$ cat config.mk
export PLATFORM = sky130hd
export DESIGN_NAME = hamming_read_sched_flat
export DESIGN_NICKNAME = d
export VERILOG_FILES = /design/src/rtl/hamming_read_sched_if.sv /design/src/rtl/hamming_read_sched.sv /design/src/flat_wrapper.sv
export SDC_FILE = /design/constraint.sdc
export NUM_CORES = 1
export LEC_CHECK = 0
export CORE_MARGIN = 2
export CORE_UTILIZATION = 53
export CTS_CLUSTER_DIAMETER = 50
export CTS_CLUSTER_SIZE = 20
export DETAILED_ROUTE_END_ITERATION = 10
export GPL_TIMING_DRIVEN = 0
export PLACE_DENSITY_LB_ADDON = 0.25
export SLEW_MARGIN = 20
export SYNTH_ARGS = -nofsm -noshare
export SYNTH_HDL_FRONTEND = slang
export SYNTH_SLANG_ARGS = --single-unit
export TNS_END_PERCENT = 20
$ cat constraint.sdc
create_clock -name clk -period 4.3 [get_ports clk]
set_input_delay 0.645 -clock clk [delete_from_list [all_inputs] [get_ports clk]]
set_output_delay 0.645 -clock clk [all_outputs]
set_load 0.005 [all_outputs]
$ cat src/rtl/hamming_read_sched_if.sv
// hamming_read_sched_if: control, memory-read and decoded-output signals of the read scheduler
interface hamming_read_sched_if #(
  parameter int ADDR_W = 8,
  parameter int CNT_W  = 16
);
  logic              start;
  logic [ADDR_W-1:0] base_addr;
  logic [ADDR_W:0]   num_words;
  logic              mem_rd_en;
  logic [ADDR_W-1:0] mem_addr;
  logic [7:1]        mem_rd_data;
  logic              out_valid;
  logic              out_ready;
  logic [4:1]        out_data;
  logic              out_error;
  logic [ADDR_W-1:0] out_addr;
  logic              busy;
  logic              done;
  logic [CNT_W-1:0]  err_count;
  logic              clr_err;
  modport master (
    input  start, base_addr, num_words, mem_rd_data, out_ready, clr_err,
    output mem_rd_en, mem_addr, out_valid, out_data, out_error, out_addr, busy, done, err_count
  );
  modport slave (
    output start, base_addr, num_words, mem_rd_data, out_ready, clr_err,
    input  mem_rd_en, mem_addr, out_valid, out_data, out_error, out_addr, busy, done, err_count
  );
endinterface

$ cat src/rtl/hamming_read_sched.sv
// hamming_read_sched: sweeps a memory range, Hamming(7,4)-decodes each word and streams it out
module hamming_code_decoder (
  input  logic [7:1] code_in,
  output logic [4:1] data_out,
  output logic       error
);
  logic [7:1] h, flip, fix;
  logic [2:0] syn;
  // code_in[7] is Hamming position 1; syndrome names the flipped position, which is corrected
  always_comb begin
    h = {code_in[1], code_in[2], code_in[3], code_in[4], code_in[5], code_in[6], code_in[7]};
    syn = {h[4] ^ h[5] ^ h[6] ^ h[7], h[2] ^ h[3] ^ h[6] ^ h[7], h[1] ^ h[3] ^ h[5] ^ h[7]};
    flip = (syn == 3'd0) ? 7'd0 : 7'(7'd1 << (syn - 3'd1));
    fix = h ^ flip;
    data_out = {fix[3], fix[5], fix[6], fix[7]};
    error = |syn;
  end
endmodule

module hamming_read_sched #(
  parameter int ADDR_W = 8,
  parameter int CNT_W  = 16
) (
  input logic clk,
  input logic rst,
  hamming_read_sched_if.master bus
);
  typedef enum logic [2:0] {IDLE, READ, WAIT, OUT, DONE} state_t;
  state_t            state, state_n;
  logic [ADDR_W-1:0] addr;
  logic [ADDR_W:0]   remaining;
  logic [7:1]        code;
  logic [4:1]        dec_data;
  logic              dec_err;
  logic              hs, last;
  logic [CNT_W-1:0]  err_count;
  hamming_code_decoder u_dec (.code_in(code), .data_out(dec_data), .error(dec_err));
  assign hs   = (state == OUT) && bus.out_ready;
  assign last = remaining == (ADDR_W + 1)'(1);
  assign bus.mem_rd_en = state == READ;
  assign bus.mem_addr  = addr;
  assign bus.out_valid = state == OUT;
  assign bus.out_data  = dec_data;
  assign bus.out_error = dec_err;
  assign bus.out_addr  = addr;
  assign bus.busy      = state != IDLE;
  assign bus.done      = state == DONE;
  assign bus.err_count = err_count;
  // state register
  always_ff @(posedge clk or posedge rst)
    if (rst) state <= IDLE;
    else state <= state_n;
  // next-state: one read, one capture cycle, then hold the word until accepted
  always_comb begin
    state_n = state;
    unique case (state)
      IDLE: state_n = !bus.start ? IDLE : (bus.num_words == '0) ? DONE : READ;
      READ: state_n = WAIT;
      WAIT: state_n = OUT;
      OUT:  state_n = !hs ? OUT : last ? DONE : READ;
      DONE: state_n = IDLE;
      default: state_n = IDLE;
    endcase
  end
  // sweep bookkeeping and codeword capture
  always_ff @(posedge clk or posedge rst)
    if (rst) begin
      addr <= '0;
      remaining <= '0;
      code <= '0;
    end else begin
      if (state == IDLE && bus.start && bus.num_words != '0) begin
        addr <= bus.base_addr;
        remaining <= bus.num_words;
      end
      if (state == WAIT) code <= bus.mem_rd_data;
      if (hs) begin
        remaining <= remaining - 1'b1;
        if (!last) addr <= addr + 1'b1;
      end
    end
  // saturating error counter; clear wins over a coincident increment
  always_ff @(posedge clk or posedge rst)
    if (rst) err_count <= '0;
    else if (bus.clr_err) err_count <= '0;
    else if (hs && dec_err && !(&err_count)) err_count <= err_count + 1'b1;
endmodule

$ cat src/flat_wrapper.sv
// flat-port wrapper written by rule: the top's interface ports become plain ports
module hamming_read_sched_flat 
#(
  parameter int ADDR_W = 8,
  parameter int CNT_W  = 16
)
  (clk, rst, bus_start, bus_base_addr, bus_num_words, bus_mem_rd_data, bus_out_ready, bus_clr_err, bus_mem_rd_en, bus_mem_addr, bus_out_valid, bus_out_data, bus_out_error, bus_out_addr, bus_busy, bus_done, bus_err_count);
  hamming_read_sched_if #(.ADDR_W(ADDR_W), .CNT_W(CNT_W)) bus_i ();
  input logic clk;
  input logic rst;
  input wire logic [$bits(bus_i.start)-1:0] bus_start;
  input wire logic [$bits(bus_i.base_addr)-1:0] bus_base_addr;
  input wire logic [$bits(bus_i.num_words)-1:0] bus_num_words;
  input wire logic [$bits(bus_i.mem_rd_data)-1:0] bus_mem_rd_data;
  input wire logic [$bits(bus_i.out_ready)-1:0] bus_out_ready;
  input wire logic [$bits(bus_i.clr_err)-1:0] bus_clr_err;
  output wire logic [$bits(bus_i.mem_rd_en)-1:0] bus_mem_rd_en;
  output wire logic [$bits(bus_i.mem_addr)-1:0] bus_mem_addr;
  output wire logic [$bits(bus_i.out_valid)-1:0] bus_out_valid;
  output wire logic [$bits(bus_i.out_data)-1:0] bus_out_data;
  output wire logic [$bits(bus_i.out_error)-1:0] bus_out_error;
  output wire logic [$bits(bus_i.out_addr)-1:0] bus_out_addr;
  output wire logic [$bits(bus_i.busy)-1:0] bus_busy;
  output wire logic [$bits(bus_i.done)-1:0] bus_done;
  output wire logic [$bits(bus_i.err_count)-1:0] bus_err_count;
  assign bus_i.start = bus_start;
  assign bus_i.base_addr = bus_base_addr;
  assign bus_i.num_words = bus_num_words;
  assign bus_i.mem_rd_data = bus_mem_rd_data;
  assign bus_i.out_ready = bus_out_ready;
  assign bus_i.clr_err = bus_clr_err;
  assign bus_mem_rd_en = bus_i.mem_rd_en;
  assign bus_mem_addr = bus_i.mem_addr;
  assign bus_out_valid = bus_i.out_valid;
  assign bus_out_data = bus_i.out_data;
  assign bus_out_error = bus_i.out_error;
  assign bus_out_addr = bus_i.out_addr;
  assign bus_busy = bus_i.busy;
  assign bus_done = bus_i.done;
  assign bus_err_count = bus_i.err_count;
  hamming_read_sched #(.ADDR_W(ADDR_W), .CNT_W(CNT_W)) u_core (.clk(clk), .rst(rst), .bus(bus_i));
endmodule
### After elaboration in Yosys (flattened, before gate mapping)

Cells that the tools add are included.

| storage, ports and cells | value |
|---|---|
| register bits after elaboration | 43 |
| input bits | 29 |
| output and inout port bits | 41 |
| logic and storage cells | 53 |

| operators by class | value |
|---|---|
| $add $sub $neg | 4 |
| equal/unequal tests | 5 |
| shift operators | 1 |
| muxes and demuxes | 13 |
| bitwise gates (word level) | 10 |
| reductions and logical operators | 15 |

Operators by type and width:

| cell | number |
|---|---|
| $mux 16 | 2 |
| $mux 8 | 3 |
| $mux 9 | 2 |
| $add 16x1->16 const B | 1 |
| $reduce_and 16->1 | 1 |
| $mux 3 | 4 |
| $pmux 3 s4 | 1 |
| $eq 9x1->1 const B | 1 |
| $logic_not 9->1 | 1 |
| $reduce_bool 9->1 | 1 |
| $sub 9x1->9 const B | 1 |
| $xor 1x1->1 | 9 |
| $add 8x1->8 const B | 1 |
| $mux 7 | 1 |
| $shl 1x3->7 const A | 1 |
| $xor 7x7->7 | 1 |
| $eq 3x2->1 const B | 2 |
| $logic_not 3->1 | 2 |
| $logic_and 1x1->1 | 5 |
| $reduce_bool 2->1 | 2 |
| $eq 3x1->1 const B | 1 |
| $eq 3x3->1 const B | 1 |
| $reduce_bool 3->1 | 1 |
| $reduce_or 3->1 | 1 |
| other kinds (2) | 2 |

### Logic depth before layout (Yosys ltp)

| depth | value |
|---|---|
| word-level depth | 8 |
| gate-level depth with buffers | 8 |
| mapped depth without buffers | 8 |

### By module

A second synthesis with hierarchy kept.

| unflattened totals | value |
|---|---|
| cells, all modules | 289 |
| area total of the unflattened synthesis | 2768.9 µm² |

By module, submodules not included:

| module | times used | cells each | area an instance (µm²) | sequential area each (µm²) |
|---|---|---|---|---|
| hamming_read_sched | 1 | 258 | 2557.5 | 1076.0 |
| hamming_code_decoder | 1 | 31 | 211.5 | 0.0 |

### Least setup slack after synthesis

OpenSTA, ideal clock, no wires.

| timing path | value |
|---|---|
| path type | reg-to-output |
| from | register u_core.code[1] (netlist name) |
| to | output port bus_out_data[2] |
| arrival | 1.780 ns |
| required time | 3.655 ns |
| path slack | 1.875 ns |
| cell stages (with the launch flop) | 7 |
| buffers on the path | 0 |
| cell sequence | dfrtp_1 > xnor2_1 > xnor2_1 > nor2_1 > ha_1 > nor4b_1 > xor2_1 |

| between the ends | value |
|---|---|
| cells in the longest elaborated chain, start to end | 5 |
| elaborated cells between the ends (all ways) | 8 |
| classes of those cells | add/sub (1); shift (1); mux (1); bitwise (4); reduce/logical (1) |

RTL lines:

| what | line | text |
|---|---|---|
| from (decl) | hamming_read_sched.sv:32 | `logic [7:1] code;` |
| from (signal assigned) | hamming_read_sched.sv:76 | `if (state == WAIT) code <= bus.mem_rd_data;` |
| $xor 1x1->1 | hamming_read_sched.sv:12 | `syn = {h[4] ^ h[5] ^ h[6] ^ h[7], h[2] ^ h[3] ^ h[6] ^ h[7], h[1] ^ h[3] ^ h[5] ^ h[7]};` |
| $sub 3x1->3 | hamming_read_sched.sv:13 | `flip = (syn == 3'd0) ? 7'd0 : 7'(7'd1 << (syn - 3'd1));` |
| $shl 1x3->7 | hamming_read_sched.sv:13 |  |
| $mux 7 (*) | hamming_read_sched.sv:13 |  |
| $xor 7x7->7 (*) | hamming_read_sched.sv:14 | `fix = h ^ flip;` |
| to (decl) | flat_wrapper.sv:20 | `output wire logic [$bits(bus_i.out_data)-1:0] bus_out_data;` |

Mark *: on every way between the ends. The rest lies on a longest branch, timed or not.

### Worst setup path in the final report

Ends and elaborated chain as after synthesis.

==> run metrics <==
outcome=finished clean; Final TNS setup=0 ns; final antenna-violating net count=0; largest family of logic cells by synthesized area=simple AND/OR/NAND/NOR gates; full die area=between 5000 and 6000 um^2; maximum vdd drop=~0.00067 V; sequential share of the synthesized area=0.4013; setup violators final=0; Highest Clock Rate=around 290 MHz; Synth Area in Compound Gates=0.1666; Min-Delay Path Class=register to register; CTS buffer count=5; leading cell type by number of instances after synthesis=dfrtp_1; period utilization=0.8094; Worst-Skew Late Latency=~0.29 ns; mean area per synthesized cell=between 9 and 10 um^2; CP max FO=5; cts hold-fix bufs=0; Max transition margin=0.5755; RePlAce Congestion=about 0.9; critical path startpoint=u_core.code[1]; top cells by area, synth=dfrtp_1, mux2_2, nand3_1; top cell type's share of synthesized area=0.4013; ratio of cells with drive above 1 in the final layout=0.1441; global-route wire length before repair=roughly 11,000 um; CP endpoint kind=output port; HPWL after DPL=4842 um; Ys Warns=0; final core utilization=0.7472; detailed-router iteration count before antenna repair=4; clock sinks=between 40 and 50; # H-tree levels=2; endpoints failing hold=0; reg2reg start=u_core.code[1]; Cell Pwr Density=between 600 and 700 nW/um^2; Synth Area in Adders=0.02333; post-route insts no fill=just over 400; Leak=around 1.4 nW; Distinct cells, synth=54; drt drc=0; crit-path leading delay family=XOR/XNOR gates; critical path data required time=approximately 3.7 ns; initial antenna violation count=0; XOR/XNOR share of the synthesized area=0.03920; Std-Cell Rows=25; Area Overhead vs Synth=33.36%; number of global-route vias before repair=~2,300; CTS tree=yes; post-cts resize count=0; Yosys reg bits=43; Antenna Cells=0; r2r setup slk=1.61 ns; Post-synth EDFFs=0; slew of the pin with the lowest slew margin=roughly 0.63 ns; initial core utilization=0.5603; core area=about 4800 um^2; FFs w/ async S/R, synth=1.000; GRT Overall Usage=0.2409; Yosys top cell by area=dfrtp_1; Die W=approximately 75 um; Critical path buffers and inverters=1; CP cell instances=xnor2_1, xnor2_1, nor2_1, ha_1, nor4b_1, xor2_1, clkdlybuf4s50_1; Slowest-stage cell, CP=clkdlybuf4s50_1; Syn Nets=303; vias per inst=approximately 6; min cycle time layout=about 3.5 ns; number of I/O port buffers=69; nets=380; fill count=roughly 350; Reg2Reg Depth=8; Avg WL per Cell=around 16 um; Main synth FF type=dfrtp_1; Hold Path Sink=u_core.bus.err_count[12]; largest net degree at the start of global routing=33; 1st-iter DRT viols=200; Fin Hold WS=between 0.5 and 0.6 ns; simple-gate share of the synthesized area=0.2259; Longest Clk Path Bufs=2; WP data arrival=roughly 2.8 ns; Clock Skews=0.005648 ns; Gate Count Post-Synth=roughly 270; max_cap viols=0; routed vias=about 2,500; Crit path largest cell delay=roughly 0.52 ns; hold path depth=1; IO Pins=70; reg2reg end=u_core.bus.err_count[11]; hold_sp=u_core.bus.err_count[12]; Cell Area, Synth=2681 um^2; Die Height=approximately 75 um; total wire length=roughly 6400 um; kind of critical path=register to output port; Remaining Overflow, GRT=0; Clock transition at path regs=approximately 0.08 ns; clk root buf=clkbuf_8; post-CTS setup buffers=0; Commonest cells post-synth=dfrtp_1, nand2_1, nor2_1, mux2_2, nand3_1; placed cell count=406; post-synthesis mux area share=0.08166; Pins Over Slew Limit=0; Crit path top cell by count=xnor2_1; Startpoint Class=register; RSZ-0062 raised after global routing=false
[power breakdown]
group / switching, W / internal (W)
registers: 0.000153 / 0.000533
clock network: 0.000134 / 0.000147
logic: 0.000626 / 0.000816
[cells in the final DEF, fill, tap and decap left out, types with 4 or more instances in the layout]
master and instances:
buf_2 4, a211oi_1 5, or3_1 4, nand3_1 15, nor2_1 18, mux2i_1 5, a21oi_1 10, o21ai_0 4
nor2b_1 7, clkdlybuf4s50_1 69, nor3_1 8, inv_1 12, nand2_1 18, nand4_1 6, xnor2_1 8, buf_4 9
dfrtp_1 43, and4_1 4, o211ai_1 4, xor2_1 4, ha_1 5, clkbuf_8 7, a31oi_1 6, mux2_2 15
or4_1 4
[cell type report]
cell class	count	area (um^2)	share of cell area
buffer	17	117.6	0.03289
clock buffer	8	100.1	0.02799
inverter	13	48.80	0.01365
multi-input combinational	196	1439	0.4024
sequential	43	1076	0.3009
tap	67	83.83	0.02344
timing repair buffer	70	710.7	0.1987
[worst register-to-register path: stages (launching register included)]
cell and delay [ns]:
dfrtp_1 0.44, xnor2_1 0.19, xnor2_1 0.33, nor2_1 0.10, ha_1 0.29, inv_1 0.20
nand3_1 0.15, a2111oi_0 0.52, mux2_2 0.39
[metrics by stage]
| stage | total power [W] | area, um^2 | setup slack (ns) |
|---|---|---|---|
| after floorplan | 0.001507 | 2681 | 1.875 |
| after global placement | 0.002070 | 3456 | 1.232 |
| after detailed placement | 0.002132 | 3476 | 1.107 |
| after CTS | 0.002425 | 3576 | 0.7827 |
| after global routing | 0.002575 | 3576 | 0.6024 |
| final | 0.002408 | 3576 | 0.8196 |
[metal layers]
metal,up-vias,global-route usage,wire (um)
met5,-,0,0
met4,0,0.07738,68
met3,8,0.06827,411
met2,89,0.3977,3170
met1,1197,0.3057,2784
li1,1164,-,-
[cell families after synthesis]
group | Yosys count
simple gates | 102
compound gates | 57
flops | 43
buf+inv | 30
mux | 20
xor+xnor | 12
fa+ha+maj | 5
[how the worst max path moves through the flow]
stage | to | slack [ns] | cells after the start
after global placement | bus_out_data[2] | 1.23 | 7
after CTS | bus_out_data[2] | 0.78 | 7
after floorplan | bus_out_data[2] | 1.87 | 6
after global routing | bus_out_data[2] | 0.60 | 7
after detailed placement | bus_out_data[2] | 1.11 | 7
final | bus_out_data[2] | 0.82 | 7
[registers in the layout, summed over array words and instances, names as in the netlist]
| name | flops |
|---|---|
| u_core.state | 3 |
| u_core.bus.err_count | 16 |
| u_core.code | 7 |
| u_core.bus.mem_addr | 8 |
| u_core.remaining | 9 |
No activity file was read; power rests on OpenSTA's default activity.
==> variant 1, RTL diff (same flow settings) <==
Encoding of `state_t`: now one-hot (5 bits for 5 states).
--- a/src/rtl/hamming_read_sched.sv
+++ b/src/rtl/hamming_read_sched.sv
@@ -26,5 +26,5 @@
   hamming_read_sched_if.master bus
 );
-  typedef enum logic [2:0] {IDLE, READ, WAIT, OUT, DONE} state_t;
+  typedef enum logic [4:0] {IDLE = 5'b00001, READ = 5'b00010, WAIT = 5'b00100, OUT = 5'b01000, DONE = 5'b10000} state_t;
   state_t            state, state_n;
   logic [ADDR_W-1:0] addr;
Behaviour: no difference found for any inputs over 10 cycles, from zero or initial values and one cycle with rst high; not proved beyond that.
==> variant 1 against the original RTL <==
- first-iteration DRC count decreased by 21%
- power decreased by 7.1%
- sequential cell count increased by 2
- worst setup slack improved by 140 ps
- routed wire length decreased by 7.7%
- cell area decreased by 1.5%
- synthesized area decreased by 1.2%
- die area decreased by 1.1%
- critical path type unchanged
- critical endpoint is now bus_out_data[1]
==> variant 1: results <==
[outcome]
status = complete, no violations

[global_routing]
grt_start_max_net_pins = 27
grt.total_usage = 0.228
antenna_found_initial = 0
first_global_vias = 2164
use_met2 = 0.386
use_met3 = 0.0469
grt_pass1_wl_mm = 9.78
use_met1 = 0.303

[route]
wl_per_cell_um = 14.2
routed-via-count = 2320
met1_length_mm = 2.66
met3_length_um = 270
route.met2.wl_mm = 2.95
drtIter0Drc = 159

[setup_path]
r2r-start = u_core.code[1]
r2r_cells = 9
reg2reg_to = u_core.bus.err_count[15]
arrival_ps = 2690
r2r_slack_ps = 1860
endpoint = bus_out_data[1]

[logic_synthesis]
synth_nets = 309
yosys-top-cells-area = dfrtp_1 (42%), xnor2_1 (7.3%), nor2_1 (4.5%)
synth_cell_types = 53
synth_common_cells = dfrtp_1 (44), nor2_1 (32), xnor2_1 (22), nor3_1 (19), nand2_1 (18)
synthArstFlopShare = 1.00
yosysSeqAreaShare = 0.425

[layout]
nets = 385
drive_gt1_frac = 0.117
nFillCells = 372

[sta]
fin_skew_ps = 10.1
max_slew_margin = 0.612

[placed_design]
place_congestion = 0.829
post-dp-hpwl_mm = 4.43
port_buffers = 68

[power]
p_leak_uw = 0.00142
ir_drop_mv = 0.741

[clock_tree]
cts_buffers = 5
==> variant 1: stage by stage <==
stage           util  setup slack [ps]  cell area (µm²)  cells  hold WS (ps)
2_1_floorplan      -              1930             2650    274           438
3_3_place_gp   0.713              1310             3410    409           461
3_5_place_dp   0.719              1300             3440    410           472
4_1_cts        0.736               944             3520    418           489
5_1_grt        0.736               761             3520    418           509
6_report       0.736               963             3520    418           494
==> variant 1: final cells by class <==
type                       instances  share of cell area
sequential                        45               0.320
timing repair buffer              69               0.201
inverter                           8             0.00853
tap                               67              0.0238
clock buffer                       8              0.0227
buffer                            18              0.0362
multi-input combinational        203               0.388
==> variant 1: worst min-delay path by stage <==
stage | start | end | slack (ps)
after floorplan | u_core.remaining[8] | u_core.remaining[8] | 440
after global placement | u_core.remaining[8] | u_core.remaining[8] | 460
after detailed placement | u_core.remaining[8] | u_core.remaining[8] | 470
after CTS | u_core.remaining[8] | u_core.remaining[8] | 490
after global routing | u_core.remaining[8] | u_core.remaining[8] | 510
final | u_core.remaining[8] | u_core.remaining[8] | 490
==> variant 1: power by group <==
group,switching [µW],internal [µW],total [µW]
combinational,520,760,1280
clock,134,116,250
sequential,158,549,707
total,812,1420,2240
==> variant 1: critical path, stage by stage (launching register included) <==
cell,delay [ps]
dfrtp_1,430
xnor2_1,280
xnor2_1,200
nor2_1,100
ha_1,320
nand2b_1,160
nor3_1,210
xor2_1,170
clkdlybuf4s50_1,510
==> variant 1: cells by family after synthesis <==
| family | after synthesis | synth area share |
|---|---|---|
| simple gates | 131 | 0.286 |
| mux | 7 | 0.0297 |
| buf+inv | 26 | 0.0595 |
| xor+xnor | 25 | 0.0826 |
| compound gates | 34 | 0.0888 |
| fa+ha+maj | 6 | 0.0283 |
| flops | 45 | 0.425 |
==> variant 2, RTL diff (same flow settings) <==
Without the edit above. `CNT_W` is set to 16 in 3 places; all go to 32.
--- a/src/rtl/hamming_read_sched_if.sv
+++ b/src/rtl/hamming_read_sched_if.sv
@@ -2,5 +2,5 @@
 interface hamming_read_sched_if #(
   parameter int ADDR_W = 8,
-  parameter int CNT_W  = 16
+  parameter int CNT_W  = 32
 );
   logic              start;
--- a/src/rtl/hamming_read_sched.sv
+++ b/src/rtl/hamming_read_sched.sv
@@ -20,5 +20,5 @@
 module hamming_read_sched #(
   parameter int ADDR_W = 8,
-  parameter int CNT_W  = 16
+  parameter int CNT_W  = 32
 ) (
   input logic clk,
--- a/src/flat_wrapper.sv
+++ b/src/flat_wrapper.sv
@@ -3,5 +3,5 @@
 #(
   parameter int ADDR_W = 8,
-  parameter int CNT_W  = 16
+  parameter int CNT_W  = 32
 )
   (clk, rst, bus_start, bus_base_addr, bus_num_words, bus_mem_rd_data, bus_out_ready, bus_clr_err, bus_mem_rd_en, bus_mem_addr, bus_out_valid, bus_out_data, bus_out_error, bus_out_addr, bus_busy, bus_done, bus_err_count);
Ports: changed (resized bus_err_count); port bits go from 70 to 86. The function was not compared with the original's and may differ.
==> variant 2 against the original RTL <==
- sequential cell count up 16
- highest routed layer unchanged
- routed wire length up 31%
- power grew 9.4%
- non-clock buffer count grew 23
- via count is 31% higher
- synthesized area grew 27%
- worst setup slack gained 35 ps
- cell area up 27%
==> variant 2: results <==
[outcome]
status = complete, no violations

[layout]
instances_no_fill = 544
bufAreaShareNonClock = 0.223
multi_input_gates = 274
clk_share = 0.0352
seq_cells = 59
nNonClkBuffers = 110
seq_area_um2 = 1480
drive_gt1_frac = 0.0921
nets = 497
nFillCells = 483
n_all_inverters = 9
multi_input_area_share = 0.389

[setup_path]
r2r_cells = 10
worstSetupStartpoint = u_core.code[5]
arrival_ps = 2800
endpoint = bus_out_data[0]
reg2reg_to = u_core.bus.err_count[28]

[global_routing]
use_met3 = 0.0482
grt_pass1_wl_mm = 14.2
use_met1 = 0.328
grt.total_usage = 0.248
first_global_vias = 3053

[min_path]
min_from = u_core.remaining[8]

[power]
p_leak_uw = 0.00178
ir_drop_mv = 1.00

[clock_tree]
clkTransAtPathRegs_ps = 60
cts_max_level = 3

[logic_synthesis]
yosys-top-cells-area = dfrtp_1 (43%), nor2_1 (4.4%), xnor2_1 (4.1%)
synth_cell_types = 52
synth_common_cells = dfrtp_1 (59), nor2_1 (40), nand2_1 (26), a21oi_1 (22), nand3_1 (18)

[route]
met3_length_um = 570
wirelength_mm = 8.44
drtIter0Drc = 154
route.met2.wl_mm = 4.10

[sta]
max_slew_margin = 0.516
fin_skew_ps = 4.32

[placed_design]
port_buffers = 85
place_congestion = 0.796
-- variant 2: logic make-up after synthesis --
group | share of synthesized area
and+or+nand+nor | 0.247
AOI/OAI and AO/OA | 0.136
DFF | 0.432
buffers and inverters | 0.0501
xor gates and xnor gates | 0.0820
muxes | 0.0348
adders and majority gates | 0.0183
-- variant 2: through the flow --
step / power (µW) / area (µm²) / worst slack (ps) / hold slack (ps) / utilization
after global routing: 2840 / 4560 / 661 / 511 / 0.726
after floorplan: 1630 / 3420 / 1830 / 448 / -
after CTS: 2650 / 4560 / 830 / 489 / 0.726
final: 2640 / 4560 / 855 / 492 / 0.726
after detailed placement: 2210 / 4400 / 1220 / 477 / 0.700
after global placement: 2160 / 4370 / 1130 / 471 / 0.695
-- variant 2: where the power goes --
group	internal (µW)	total [µW]	switching, µW
Clock	219	427	208
Sequential	680	810	131
Combinational	768	1400	630
